### config.mk
export PLATFORM = sky130hd
export DESIGN_NAME = regfile_write_port
export DESIGN_NICKNAME = d
export VERILOG_FILES = /design/src/rtl/regfile_pkg.sv /design/src/rtl/regfile_wq.sv /design/src/rtl/regfile_write_port.sv
export SDC_FILE = /design/constraint.sdc
export NUM_CORES = 1
export LEC_CHECK = 0
export CAP_MARGIN = 20
export CORE_MARGIN = 5
export CORE_UTILIZATION = 60
export CTS_CLUSTER_DIAMETER = 200
export CTS_CLUSTER_SIZE = 30
export DETAILED_ROUTE_END_ITERATION = 7
export MAX_ROUTING_LAYER = met4
export PLACE_DENSITY = 0.9
export SETUP_SLACK_MARGIN = 0.3
export SLEW_MARGIN = 20
export SYNTH_ARGS = -nofsm -noshare
export SYNTH_HDL_FRONTEND = slang
export SYNTH_HIERARCHICAL = 1
export SYNTH_SLANG_ARGS = --single-unit
### constraint.sdc
create_clock -name clk -period 7.85 [get_ports clk]
set_input_delay 0.785 -clock clk [delete_from_list [all_inputs] [get_ports clk]]
set_output_delay 0.785 -clock clk [all_outputs]
set_load 0.01 [all_outputs]
### src/rtl/regfile_pkg.sv
// -----------------------------------------------------------------------------
// regfile_pkg
// Shared definitions for the register-file write port.
//   DW / AW / NREG : register data width, address width, register count
//   IDX_LAST       : last register index, where the bulk clear ends
//   state_e        : clear sequencer states (RUN, DRAIN, CLEAR)
//   wr_req_t       : one queued write request {addr, data}
//   sat_inc8       : saturating 8-bit increment used by the commit counter
// -----------------------------------------------------------------------------
package regfile_pkg;

  localparam int DW   = 16;
  localparam int AW   = 4;
  localparam int NREG = 2 ** AW;

  localparam logic [AW-1:0] IDX_LAST = {AW{1'b1}};

  typedef enum logic [1:0] {
    RUN   = 2'd0,
    DRAIN = 2'd1,
    CLEAR = 2'd2
  } state_e;

  typedef struct packed {
    logic [AW-1:0] addr;
    logic [DW-1:0] data;
  } wr_req_t;

  // Increment that sticks at 8'hFF instead of wrapping.
  function automatic logic [7:0] sat_inc8(input logic [7:0] value);
    logic [7:0] result;
    if (value == 8'hFF) begin
      result = value;
    end else begin
      result = value + 8'd1;
    end
    return result;
  endfunction

endpackage

### src/rtl/regfile_wq.sv
// -----------------------------------------------------------------------------
// regfile_wq
// Synchronous first-word-fall-through FIFO of write requests.
// Ports:
//   clk, rst_n  : clock, asynchronous active-low reset (empties the queue)
//   push        : enqueue push_data (ignored when full)
//   push_data   : request to enqueue
//   pop         : dequeue the head (ignored when empty)
//   pop_data    : current head of the queue, valid while !empty
//   full, empty : occupancy flags
//   level       : number of queued requests, 0..QDEPTH
// -----------------------------------------------------------------------------
module regfile_wq
  import regfile_pkg::*;
#(
  parameter int QDEPTH = 4
) (
  input  logic                     clk,
  input  logic                     rst_n,
  input  logic                     push,
  input  wr_req_t                  push_data,
  input  logic                     pop,
  output wr_req_t                  pop_data,
  output logic                     full,
  output logic                     empty,
  output logic [$clog2(QDEPTH):0]  level
);

  localparam int PW = $clog2(QDEPTH);
  localparam int LW = PW + 1;
  localparam logic [LW-1:0] FULL_LEVEL = LW'(QDEPTH);

  wr_req_t         buf_r [QDEPTH];
  logic [PW-1:0]   wr_ptr_r;
  logic [PW-1:0]   rd_ptr_r;
  logic [LW-1:0]   level_r;
  logic            push_ok_s;
  logic            pop_ok_s;

  assign full      = (level_r == FULL_LEVEL);
  assign empty     = (level_r == {LW{1'b0}});
  assign level     = level_r;
  assign pop_data  = buf_r[rd_ptr_r];

  // Guard the pointers against overflow/underflow requests.
  assign push_ok_s = push && !full;
  assign pop_ok_s  = pop && !empty;

  // Storage, pointers and occupancy; pointers wrap naturally since QDEPTH is a power of two.
  always_ff @(posedge clk or negedge rst_n) begin
    if (!rst_n) begin
      for (int i = 0; i < QDEPTH; i++) begin
        buf_r[i] <= '0;
      end
      wr_ptr_r <= '0;
      rd_ptr_r <= '0;
      level_r  <= '0;
    end else begin
      if (push_ok_s) begin
        buf_r[wr_ptr_r] <= push_data;
        wr_ptr_r        <= wr_ptr_r + 1'b1;
      end
      if (pop_ok_s) begin
        rd_ptr_r <= rd_ptr_r + 1'b1;
      end
      case ({push_ok_s, pop_ok_s})
        2'b10:   level_r <= level_r + 1'b1;
        2'b01:   level_r <= level_r - 1'b1;
        default: level_r <= level_r;
      endcase
    end
  end

endmodule

### src/rtl/regfile_write_port.sv
// -----------------------------------------------------------------------------
// regfile_write_port
// Write side of the 16 x 16-bit register file. Write requests are accepted
// over a valid/ready handshake into a small queue; one queued write commits
// into the array per cycle. A clear request drains the queue and then zeroes
// every register, one per cycle. R0 always reads zero.
// Ports:
//   clk, rst_n  : clock, asynchronous active-low reset
//   wr_valid    : write request valid
//   wr_ready    : a write can be accepted this cycle
//   wr_addr     : target register
//   wr_data     : write data
//   clr_req     : one-cycle pulse requesting a bulk clear
//   clr_busy    : clear sequence in progress (DRAIN or CLEAR)
//   n1, rd1     : asynchronous read port, rd1 = mem[n1]
//   q_level     : current queue occupancy
//   wr_count    : committed writes to R1..R15, saturating at 255
// -----------------------------------------------------------------------------
module regfile_write_port
  import regfile_pkg::*;
#(
  parameter int QDEPTH = 4
) (
  input  logic                     clk,
  input  logic                     rst_n,
  input  logic                     wr_valid,
  output logic                     wr_ready,
  input  logic [AW-1:0]            wr_addr,
  input  logic [DW-1:0]            wr_data,
  input  logic                     clr_req,
  output logic                     clr_busy,
  input  logic [AW-1:0]            n1,
  output logic [DW-1:0]            rd1,
  output logic [$clog2(QDEPTH):0]  q_level,
  output logic [7:0]               wr_count
);

  state_e                  state_r;
  logic                    clr_busy_r;
  logic [AW-1:0]           idx_r;
  logic [DW-1:0]           mem_r [NREG];
  logic [7:0]              wr_count_r;

  wr_req_t                 push_req_s;
  wr_req_t                 head_s;
  logic                    push_s;
  logic                    pop_s;
  logic                    full_s;
  logic                    empty_s;
  logic                    commit_live_s;
  logic [$clog2(QDEPTH):0] level_s;

  // Acceptance depends only on registered state, so a full queue blocks a
  // push even when a pop happens on the same edge.
  assign wr_ready   = (state_r == RUN) && !full_s;
  assign push_s     = wr_valid && wr_ready;
  assign push_req_s = '{addr: wr_addr, data: wr_data};

  // The head commits every cycle outside CLEAR; DRAIN keeps committing so
  // writes accepted before the clear land before being zeroed.
  assign pop_s         = !empty_s && (state_r != CLEAR);
  // Writes to R0 are popped but dropped.
  assign commit_live_s = pop_s && (head_s.addr != {AW{1'b0}});

  assign clr_busy = clr_busy_r;
  assign q_level  = level_s;
  assign wr_count = wr_count_r;
  assign rd1      = mem_r[n1];

  regfile_wq #(
    .QDEPTH (QDEPTH)
  ) u_wq (
    .clk       (clk),
    .rst_n     (rst_n),
    .push      (push_s),
    .push_data (push_req_s),
    .pop       (pop_s),
    .pop_data  (head_s),
    .full      (full_s),
    .empty     (empty_s),
    .level     (level_s)
  );

  // Clear sequencer: RUN -> DRAIN on clr_req, DRAIN -> CLEAR once empty, CLEAR walks idx 0..15.
  always_ff @(posedge clk or negedge rst_n) begin
    if (!rst_n) begin
      state_r    <= RUN;
      clr_busy_r <= 1'b0;
      idx_r      <= '0;
    end else begin
      case (state_r)
        RUN: begin
          if (clr_req) begin
            state_r    <= DRAIN;
            clr_busy_r <= 1'b1;
          end else begin
            state_r    <= RUN;
            clr_busy_r <= 1'b0;
          end
        end
        DRAIN: begin
          // clr_req is ignored here; empty_s is sampled before this edge's pop.
          if (empty_s) begin
            state_r <= CLEAR;
            idx_r   <= '0;
          end else begin
            state_r <= DRAIN;
          end
          clr_busy_r <= 1'b1;
        end
        CLEAR: begin
          idx_r <= idx_r + 1'b1;
          if (idx_r == IDX_LAST) begin
            state_r    <= RUN;
            clr_busy_r <= 1'b0;
          end else begin
            state_r    <= CLEAR;
            clr_busy_r <= 1'b1;
          end
        end
        default: begin
          state_r    <= RUN;
          clr_busy_r <= 1'b0;
          idx_r      <= '0;
        end
      endcase
    end
  end

  // Register array: CLEAR zeroes one entry per cycle, otherwise the queue head commits.
  always_ff @(posedge clk or negedge rst_n) begin
    if (!rst_n) begin
      for (int i = 0; i < NREG; i++) begin
        mem_r[i] <= '0;
      end
    end else if (state_r == CLEAR) begin
      mem_r[idx_r] <= '0;
    end else if (commit_live_s) begin
      mem_r[head_s.addr] <= head_s.data;
    end
  end

  // Commit counter for R1..R15; the clear sequence does not touch it.
  always_ff @(posedge clk or negedge rst_n) begin
    if (!rst_n) begin
      wr_count_r <= 8'd0;
    end else if (commit_live_s) begin
      wr_count_r <= sat_inc8(wr_count_r);
    end else begin
      wr_count_r <= wr_count_r;
    end
  end

endmodule
After elaboration in Yosys (flattened, before gate mapping)
Index checks and enable logic that the tools add are counted.
{"block": "totals", "register_bits": 358, "latch_bits": 0, "mem_bits_rw": 0, "romBits": 0, "inputBits": 28, "out_inout_bits": 29, "wordCells": 107, "memories": 0}
{"block": "op_classes", "n_addsub": 6, "mul": 0, "div_mod_pow": 0, "magnitude_cmp": 8, "n_eq_ne": 9, "n_shift": 0, "n_mux": 26, "n_bitwise": 9, "reduce_logical": 18}
{"cell": "$mux 256", "n": 2}
{"cell": "$and 256x256->256", "n": 1}
{"cell": "$bwmux 256", "n": 1}
{"cell": "$not 256->256", "n": 1}
{"cell": "$demux 16 s4", "n": 2}
{"cell": "$bwmux 80", "n": 1}
{"cell": "$bmux 16 s4", "n": 1}
{"cell": "$mux 16", "n": 4}
{"cell": "$mux 20", "n": 3}
{"cell": "$bmux 20 s2", "n": 1}
{"cell": "$demux 20 s2", "n": 1}
{"cell": "$ge 5x5->1 const B", "n": 3}
{"cell": "$not 4->5", "n": 3}
{"cell": "$pmux 4 s3", "n": 1}
{"cell": "$lt 5x1->1 const B", "n": 2}
{"cell": "$logic_and 1x1->1", "n": 9}
{"cell": "$add 8x1->8 const B", "n": 1}
{"cell": "$eq 8x8->1 const B", "n": 1}
{"cell": "$ge 3x3->1 const B", "n": 2}
{"cell": "$not 2->3", "n": 2}
{"cell": "$pmux 2 s3", "n": 1}
{"cell": "$pmux 3 s2", "n": 1}
{"cell": "$add 2x1->2 const B", "n": 2}
{"cell": "$add 4x1->4 const B", "n": 1}
{"cell": "other kinds (20)", "n": 29}

Longest topological paths before layout
Gate-level depths: netlist of the first run.
{"block": "logic_depth", "depth_word": 12, "depth_mapped": 12, "mapped_depth_nobuf": 10}

Modules after synthesis
Netlist of the first run, hierarchy kept.
{"mod": "regfile_write_port", "instances": 1, "cells_each": 819, "area_each_um2": 12316.8, "seq_area_each_um2": 6781.5}
{"mod": "regfile_wq", "instances": 1, "cells_each": 232, "area_each_um2": 3890.0, "seq_area_each_um2": 2177.1}

Least setup slack after synthesis of the first run
Ideal clock, no wire load.
{"block": "synth_path", "kind": "input port to output port", "startpoint": "in n1[0]", "endpoint": "out rd1[10]", "t_arrival_ns": 2.107, "t_required_ns": 7.065, "path_slack_ns": 4.958, "cell_stages": 5, "path_buffers": 2, "cell_sequence": "buf_2 buf_2 mux4_2 a22oi_1 nand2_1"}
{"block": "synth_via", "elab_chain_cells": 4}
{"element": "from (decl)", "line_no": "regfile_write_port.sv:32", "source": "input logic [AW-1:0] n1,"}
{"element": "$not 4->5 (not written as such)", "line_no": "regfile_write_port.sv:68", "source": "assign rd1 = mem_r[n1];"}
{"element": "$bmux 16 s4", "line_no": "regfile_write_port.sv:68"}
{"element": "$mux 16 (not written as such) (2 in series)", "line_no": "regfile_write_port.sv:68"}
{"element": "to (decl)", "line_no": "regfile_write_port.sv:33", "source": "output logic [DW-1:0] rd1,"}
No other way between the ends. The select of a mux whose other input is x is not followed.

Worst setup path after layout of the first run
{"block": "layout_path", "startpoint": "in n1[0]", "endpoint": "out rd1[5]"}
The elaborated chain is that of the path after synthesis.

==> out/metrics.cfg, run 1 <==
[die]
core_sq_mm = 0.0268
num_rows = 60
die_w_um = 174
die-area_sq_mm = 0.0304
die_h_um = 174
start_util_pct = 60.5
io_pins = 57

[pwr]
seq_power_share_pct = 42.1
p_switching_mw = 2.91
power_density_mw_per_mm2 = 427
p_int_mw = 4.48
swShare_pct = 39.3
clkPwrFrac_pct = 12.3
vdd_drop_max_mv = 0.296
cellLeakagePower_nw = 7.63
combPwrFrac_pct = 45.6
finalPower_mw = 7.39

[route]
vias_per_cell = 7.21
vias = 10100
wl_per_cell_um = 27.6
dr.pass1.iters = 5
wl_met3_um = 3670
drc = 0
wl_um = 38800
dr_wl_met2_um = 18000
first_iter_violations = 1113
wl_met1_um = 15300
routed.top_layer = met4
drt.antenna.violating_nets = 0

[finish]
final_area_sq_mm = 0.0173
stdcell_count = 1402
utilization_pct = 64.5
fin_nets = 1100
diodes = 0
syn2layout_area_growth_pct = 6.67
drive_above_1_share_pct = 23.8

[timing]
hold_viol = 0
rsz0062_at_grt = false
finalClockSkew_ns = 0.0229
hold_ws_ns = 0.209
clock.fmax_ghz = 0.238
setup_viol = 0
worst_slack_ns = 3.65
tightest_slew_ns = 1.01
min_period_over_period_pct = 53.5
drv_slew = 0
finalCriticalPeriod_ns = 4.20
fin_tns_setup_ns = 0
relSlewSlack_pct = 32.7

[critical_path]
reg2reg_depth = 6
cp.depth = 6
crit_buf_inv = 3
path_max_fanout = 36
crit_chain = buf_4 -> buf_4 -> mux4_2 -> a22oi_1 -> nand2_1 -> clkdlybuf4s50_1
timing.rr.start = u_wq/rd_ptr_r[1]
max_stage_delay_ns = 0.68
cpMostUsedCell = buf_4
worstSetupPathType = input pin to output pin
cp_top_family = buffers and inverters
r2r_slack_ns = 4.13
end_kind = output pin
cp-start-kind = input pin
required_ns = 7.07
arrival_ns = 3.41
cp_slowest_cell = buf_4
startpoint = n1[0]

[logic_synthesis]
yosysMostFrequentCell = dfrtp_1
synth-async-reset-ratio_pct = 100
synthCells = 1051
avgSynthCellArea_sq_um = 15.4
synth_cell_type_count = 40
synth_flop_cell = dfrtp_1
ys_seq_area_share_pct = 55.3
synth_area_sq_mm = 0.0162
ys_ff_latch = 358
synth_commonest_cells = dfrtp_1, a22o_1, mux4_2, mux2_2, a22oi_1
synth.area.top_cells = dfrtp_1, a22o_1, mux4_2
synth-edff-count = 0
synth_top_area_share_pct = 55.3
ys_warn_count = 6
synth_nets = 1090
yosys.area.top_type = dfrtp_1

[clocking]
cts_hold_buffers = 0
cts_resized = 0
clk_latency_ns = 0.52
htreeDepth = 1
cts_setup_buffers = 0
tritoncts = built
cts_root_buf = clkbuf_16
worst_setup_hold_path_clk_slew_ns = 0.11
clock_sinks = 358
cts_buffer_depth = 3
cts_made_buffers = 15

[placement]
dp.cells = 1382
post-place-ws_ns = 3.63
place.gp.congestion = 0.824
placed_area_sq_mm = 0.0168
place_hpwl_um = 23600
io_buffers = 56

[hold_path]
hold_path.class = input pin to asynchronous set/reset pin

[status]
status = completed

[global_routing]
grt_pass1_vias = 10800
antenna_found_initial = 0
grt_usage_pct = 26.4
grt_max_degree = 204
grt_pass1_wl_um = 62100
grt-ovfl-total = 0

[job]
drv_cap = 0

-- registers in the layout, indices dropped and copies added, names as in the netlist --
register and cells:
wr_count 8, clr_busy 1, state_r 2, mem_r 256, u_wq/wr_ptr_r 2, idx_r 4
u_wq/level 3, u_wq/buf_r 80, u_wq/rd_ptr_r 2
-- area by class of cell --
class | count | area, sq um
fill | 1788 | 9510
sequential | 358 | 8960
multi-input combinational | 597 | 6670
timing repair buffer | 81 | 810
tap | 341 | 427
clock buffer | 16 | 389
inverter | 8 | 30.0
clock inverter | 1 | 8.76
-- cell families after synthesis --
kind of cell	after synthesis	share of synthesized area, %
compound gates	298	16.8
xor+xnor	13	0.703
fa+ha+maj	11	0.896
buf+inv	96	3.83
flops	358	55.3
mux	168	17.5
simple gates	107	4.99
-- final timing paths --
| check | to |
|---|---|
| worst min-delay path | wr_count[2] |
| min in group clk | mem_r[242] |
| worst max register to register | mem_r[211] |
| max in group asynchronous | mem_r[166] |
| worst max-delay path | rd1[5] |
| worst min register to register | mem_r[242] |
-- power by group through the flow --
stage / sequential [mW] / combinational, mW / clock (mW)
after global placement: 3.07 / 3.16 / 0
after CTS: 3.09 / 3.32 / 0.920
after floorplan: 2.94 / 2.52 / 0
final: 3.11 / 3.37 / 0.911
after detailed placement: 3.11 / 3.31 / 0
after global routing: 3.19 / 3.58 / 0.988
-- per-layer routing --
layer  GRT usage [%]  vias to the layer above
li1                -                     4103
met1            35.7                     5327
met3            6.24                      123
met5               -                        -
met2            39.4                      554
met4            10.2                        0
-- layout by cell type, fill, tap and decap left out, types with 20 or more instances in the layout --
cell type | Yosys | final
a22o_1 | 240 | 240
a22oi_1 | 32 | 32
and2_1 | 21 | 21
buf_4 | 6 | 20
clkdlybuf4s50_1 | 0 | 53
dfrtp_1 | 358 | 358
mux2_2 | 82 | 82
mux4_2 | 84 | 84
nand2_1 | 31 | 31
No activity file was read; power rests on OpenSTA's default activity.
==> run 2: changes to the inputs <==
--- a/config.mk
+++ b/config.mk
@@ -7,12 +7,12 @@
 export LEC_CHECK = 0
 export CAP_MARGIN = 20
 export CORE_MARGIN = 5
-export CORE_UTILIZATION = 60
+export CORE_UTILIZATION = 55
 export CTS_CLUSTER_DIAMETER = 200
 export CTS_CLUSTER_SIZE = 30
 export DETAILED_ROUTE_END_ITERATION = 7
 export MAX_ROUTING_LAYER = met4
-export PLACE_DENSITY = 0.9
+export PLACE_DENSITY = 0.88
 export SETUP_SLACK_MARGIN = 0.3
 export SLEW_MARGIN = 20
 export SYNTH_ARGS = -nofsm -noshare
==> constraint.sdc (replaced) <==
create_clock -name clk -period 3.6 [get_ports clk]
set_input_delay 0.36 -clock clk [delete_from_list [all_inputs] [get_ports clk]]
set_output_delay 0.36 -clock clk [all_outputs]
set_load 0.01 [all_outputs]
==> run 2 against run 1 <==
Effect of this change: combinational power rose by 110%; clock skew rose by 0.015 ns; global-route usage fell by 2.8 points; highest routed layer unchanged; non-clock buffer count rose by 10; sequential cell count did not move; clock power rose by 120%; design area rose by 0.69%.
==> out/metrics.cfg, run 2 (synthesis gave the netlist of run 1 again) <==
[status]
status = completed

[critical_path]
startpoint = u_wq/rd_ptr_r[1]
timing.rr.start = u_wq/rd_ptr_r[1]
crit_path_end = mem_r[10]
required_ns = 3.99
r2r_slack_ns = 0.64
r2r_end = mem_r[10]
cp-start-kind = flip-flop
path_max_fanout = 17
end_kind = flip-flop
arrival_ns = 3.34
worstSetupPathType = flip-flop to flip-flop
reg2reg_depth = 5

[finish]
layout_common_cells = dfrtp_1, a22o_1, mux4_2, mux2_2, clkdlybuf4s50_1
multiInputGateArea_sq_mm = 0.00664
final_area_sq_mm = 0.0174
regMostFlops = mem_r
fillCellCount = 2075
largest_register_ffs = 256
diodes = 0
fin_nets = 1110
final_common_cell = dfrtp_1
syn2layout_area_growth_pct = 7.41
seqCellArea_sq_mm = 0.00896
drive_above_1_share_pct = 24.1

[clocking]
tritoncts = built
cts_resized = 0
cts_root_buf = clkbuf_16
cts_buffer_depth = 3
worst_setup_hold_path_clk_slew_ns = 0.12
clk_latency_ns = 0.52
clock_sinks = 358
htreeDepth = 1
cts_made_buffers = 15

[pwr]
vdd_drop_max_mv = 0.628
cellLeakagePower_nw = 7.68
finalPower_mw = 16.0
power_density_mw_per_mm2 = 917

[timing]
fin_tns_setup_ns = 0
worst_slack_ns = 0.642
finalCriticalPeriod_ns = 2.96
relSlewSlack_pct = 28.7
finalClockSkew_ns = 0.0376
tightest_slew_ns = 1.06
clock.fmax_ghz = 0.338
min_period_over_period_pct = 82.2
drv_slew = 0
setup_viol = 0
rsz0062_at_grt = false
hold_viol = 0

[die]
die-area_sq_mm = 0.0330
core_sq_mm = 0.0289
num_rows = 62
start_util_pct = 56.0
die_h_um = 182
die_w_um = 182
io_pins = 57

[route]
first_iter_violations = 1089
dr.pass1.iters = 5
vias = 9904
wl_um = 37400
wl_per_cell_um = 25.7
vias_per_cell = 6.81
drc = 0
drt.antenna.violating_nets = 0

[placement]
place_hpwl_um = 23900
post-place-ws_ns = 0.730
io_buffers = 56
placed_area_sq_mm = 0.0170
place.gp.congestion = 0.850

[global_routing]
grt-ovfl-total = 0
grt_pass1_vias = 10500
grt_pass1_wl_um = 61400
grt_max_degree = 97
antenna_found_initial = 0
grt_usage_pct = 23.6

[job]
drv_cap = 0

[hold_path]
hold_path.class = input pin to asynchronous set/reset pin

run 2: worst max-delay path, stage by stage, from the launching register on:
cell     delay, ns
dfrtp_1       0.72
mux4_2        0.37
nand2_1       0.26
nor4_4        0.95
a31oi_4       0.24
a22o_1        0.30
run 2: cell type report:
| cell class | instances | area share (%) |
|---|---|---|
| timing repair buffer | 91 | 5.16 |
| sequential | 358 | 51.5 |
| multi-input combinational | 597 | 38.2 |
| inverter | 8 | 0.173 |
| clock buffer | 16 | 2.24 |
| clock inverter | 1 | 0.0503 |
| tap | 384 | 2.76 |
run 2: power by group:
part	switching (mW)	internal (mW)	total (mW)
Sequential	1.08	5.70	6.78
Clock	1.18	0.788	1.97
Combinational	3.92	3.30	7.22
Total	6.18	9.79	16.0
run 2: metal layers:
layer	GRT usage (%)	wire length, um
met1	33.9	15800
met5	-	0
met2	35.9	18000
met4	4.38	631
met3	4.64	2980
run 2: through the flow:
step                hold slack [ns]  utilization [%]  std cells
finish                        0.459             60.2       1455
detailed placement            0.447             58.8       1437
global placement              0.445             58.8       1437
CTS                           0.483             60.2       1455
floorplan                    0.0644                -       1051
global route                  0.497             60.2       1455
run 2: how the worst min path moves through the flow:
stage	endpoint	slack, ns	startpoint	depth (start not counted)
4_1_cts	state_r[1]	0.48	rst_n	2
2_1_floorplan	clr_busy	0.06	rst_n	0
6_report	state_r[1]	0.46	rst_n	2
3_3_place_gp	wr_count[1]	0.45	rst_n	1
5_1_grt	state_r[0]	0.50	clr_req	3
3_5_place_dp	wr_count[0]	0.45	rst_n	1
run 2: what timing repair did:
action / in CTS / in global routing
buffers inserted: 0 / 0
endpoints found under the hold margin: 92 / 0
hold buffers: 1 / 0
==> run 3: changes to the inputs <==
--- a/config.mk
+++ b/config.mk
@@ -7,12 +7,12 @@
 export LEC_CHECK = 0
 export CAP_MARGIN = 20
 export CORE_MARGIN = 5
-export CORE_UTILIZATION = 55
+export CORE_UTILIZATION = 60
 export CTS_CLUSTER_DIAMETER = 200
 export CTS_CLUSTER_SIZE = 30
 export DETAILED_ROUTE_END_ITERATION = 7
 export MAX_ROUTING_LAYER = met4
-export PLACE_DENSITY = 0.88
+export PLACE_DENSITY = 0.9
 export SETUP_SLACK_MARGIN = 0.3
 export SLEW_MARGIN = 20
 export SYNTH_ARGS = -nofsm -noshare
==> constraint.sdc (replaced) <==
create_clock -name clk -period 3.1 [get_ports clk]
set_input_delay 0.31 -clock clk [delete_from_list [all_inputs] [get_ports clk]]
set_output_delay 0.31 -clock clk [all_outputs]
set_load 0.01 [all_outputs]
==> run 3 against run 2 <==
Effect of this change: clock-buffer cell count stayed put; clock skew is 0.012 ns lower; worst setup slack lost 0.19 ns; register-to-register slack worse by 0.19 ns; wire length up 5.3%; fmax grew 12%; highest routed layer unchanged.
==> out/metrics.cfg, run 3 (synthesis gave the netlist of run 1 again) <==
[finish]
final_area_sq_mm = 0.0175
layout_common_cells = dfrtp_1, a22o_1, mux4_2, mux2_2, clkdlybuf4s50_1
seqCellArea_sq_mm = 0.00896
final_common_cell = dfrtp_1
fin_nets = 1129
multiInputGateArea_sq_mm = 0.00664
syn2layout_area_growth_pct = 8.27
drive_above_1_share_pct = 25.4
diodes = 0
utilization_pct = 65.5
largest_register_ffs = 256
regMostFlops = mem_r
fillCellCount = 1763

[clocking]
cts_root_buf = clkbuf_16
tritoncts = built
worst_setup_hold_path_clk_slew_ns = 0.11
cts_made_buffers = 15
clk_latency_ns = 0.52
clock_sinks = 358
cts_buffer_depth = 3
htreeDepth = 1

[critical_path]
cp_top_family = multiplexers
cp-start-kind = flip-flop
worstSetupPathType = flip-flop to flip-flop
reg2reg_depth = 6
cp_slowest_cell = mux4_2
cpMostUsedCell = buf_4
required_ns = 3.55
crit_buf_inv = 2
arrival_ns = 3.10
timing.rr.start = u_wq/rd_ptr_r[0]
path_max_fanout = 16
r2r_slack_ns = 0.45
r2r_end = mem_r[89]
end_kind = flip-flop
crit_chain = mux4_2 -> nand2b_1 -> buf_4 -> nor4_4 -> buf_4 -> a22o_1
startpoint = u_wq/rd_ptr_r[0]
max_stage_delay_ns = 0.61

[pwr]
finalPower_mw = 18.9
power_density_mw_per_mm2 = 1070
swShare_pct = 39.2
p_int_mw = 11.5
cellLeakagePower_nw = 7.79
combPwrFrac_pct = 46.1
p_switching_mw = 7.39
clkPwrFrac_pct = 12.2
vdd_drop_max_mv = 0.807
seq_power_share_pct = 41.7

[timing]
hold_viol = 0
drv_slew = 0
finalCriticalPeriod_ns = 2.65
setup_viol = 0
relSlewSlack_pct = 47.9
tightest_slew_ns = 0.782
min_period_over_period_pct = 85.4
hold_ws_ns = 0.386
clock.fmax_ghz = 0.378
rsz0062_at_grt = false
fin_tns_setup_ns = 0
finalClockSkew_ns = 0.0253

[placement]
place.gp.congestion = 0.842
placed_area_sq_mm = 0.0171
place_hpwl_um = 25600
io_buffers = 56

[global_routing]
grt_max_degree = 93
grt_pass1_vias = 11100
grt-ovfl-total = 0
antenna_found_initial = 0
grt_usage_pct = 27.3
grt_pass1_wl_um = 64200

[route]
dr.pass1.iters = 5
wl_per_cell_um = 27.5
wl_um = 39400
vias = 10300
drc = 0
vias_per_cell = 7.18
first_iter_violations = 1133
drt.antenna.violating_nets = 0

[die]
num_rows = 60
core_sq_mm = 0.0268
die_w_um = 174
die-area_sq_mm = 0.0304
io_pins = 57
die_h_um = 174
start_util_pct = 60.5

[hold_path]
hold_path.class = input pin to asynchronous set/reset pin

[status]
status = completed

[job]
drv_cap = 0

-- run 3: per-stage QoR --
step,worst slack [ns],instances
global placement,0.522,1410
floorplan,0.584,1051
finish,0.453,1431
global route,0.321,1431
CTS,0.451,1428
detailed placement,0.475,1410
-- run 3: what timing repair did --
action | 4_1_cts | 5_1_grt
hold buffers | 1 | 0
endpoints found under the hold margin | 84 | 0
setup buffers | 0 | 3
resized for setup | 0 | 0
endpoints found under the setup margin | 0 | 11
-- run 3: how the worst max path moves through the flow --
stage	end	slack (ns)	cells past startpoint
final	mem_r[89]	0.45	6
after global routing	mem_r[92]	0.32	6
after CTS	mem_r[8]	0.45	5
after detailed placement	rd1[10]	0.48	6
after global placement	rd1[8]	0.52	6
after floorplan	mem_r[117]	0.58	8
-- run 3: area by class of cell --
class                      count  share of cell area [%]
clock buffer                  16                    2.22
sequential                   358                    51.1
clock inverter                 1                  0.0499
inverter                       8                   0.171
timing repair buffer         110                    6.22
tap                          341                    2.43
multi-input combinational    597                    37.9
-- run 3: metal layers --
metal  vias up  global-route usage, %  routed length (um)
li1       4170                      -                   -
met1      5429                   38.0               15800
met2       560                   41.5               18800
met3       117                   4.63                3180
met4         0                   9.34                1640
met5         -                      -                   0
-- run 3: power by group through the flow --
stage	clock network (mW)	registers (mW)	logic (mW)
2_1_floorplan	0	7.44	6.38
3_3_place_gp	0	7.73	8.12
3_5_place_dp	0	7.87	8.59
4_1_cts	2.32	7.81	8.62
5_1_grt	2.49	8.06	9.21
6_report	2.30	7.86	8.70
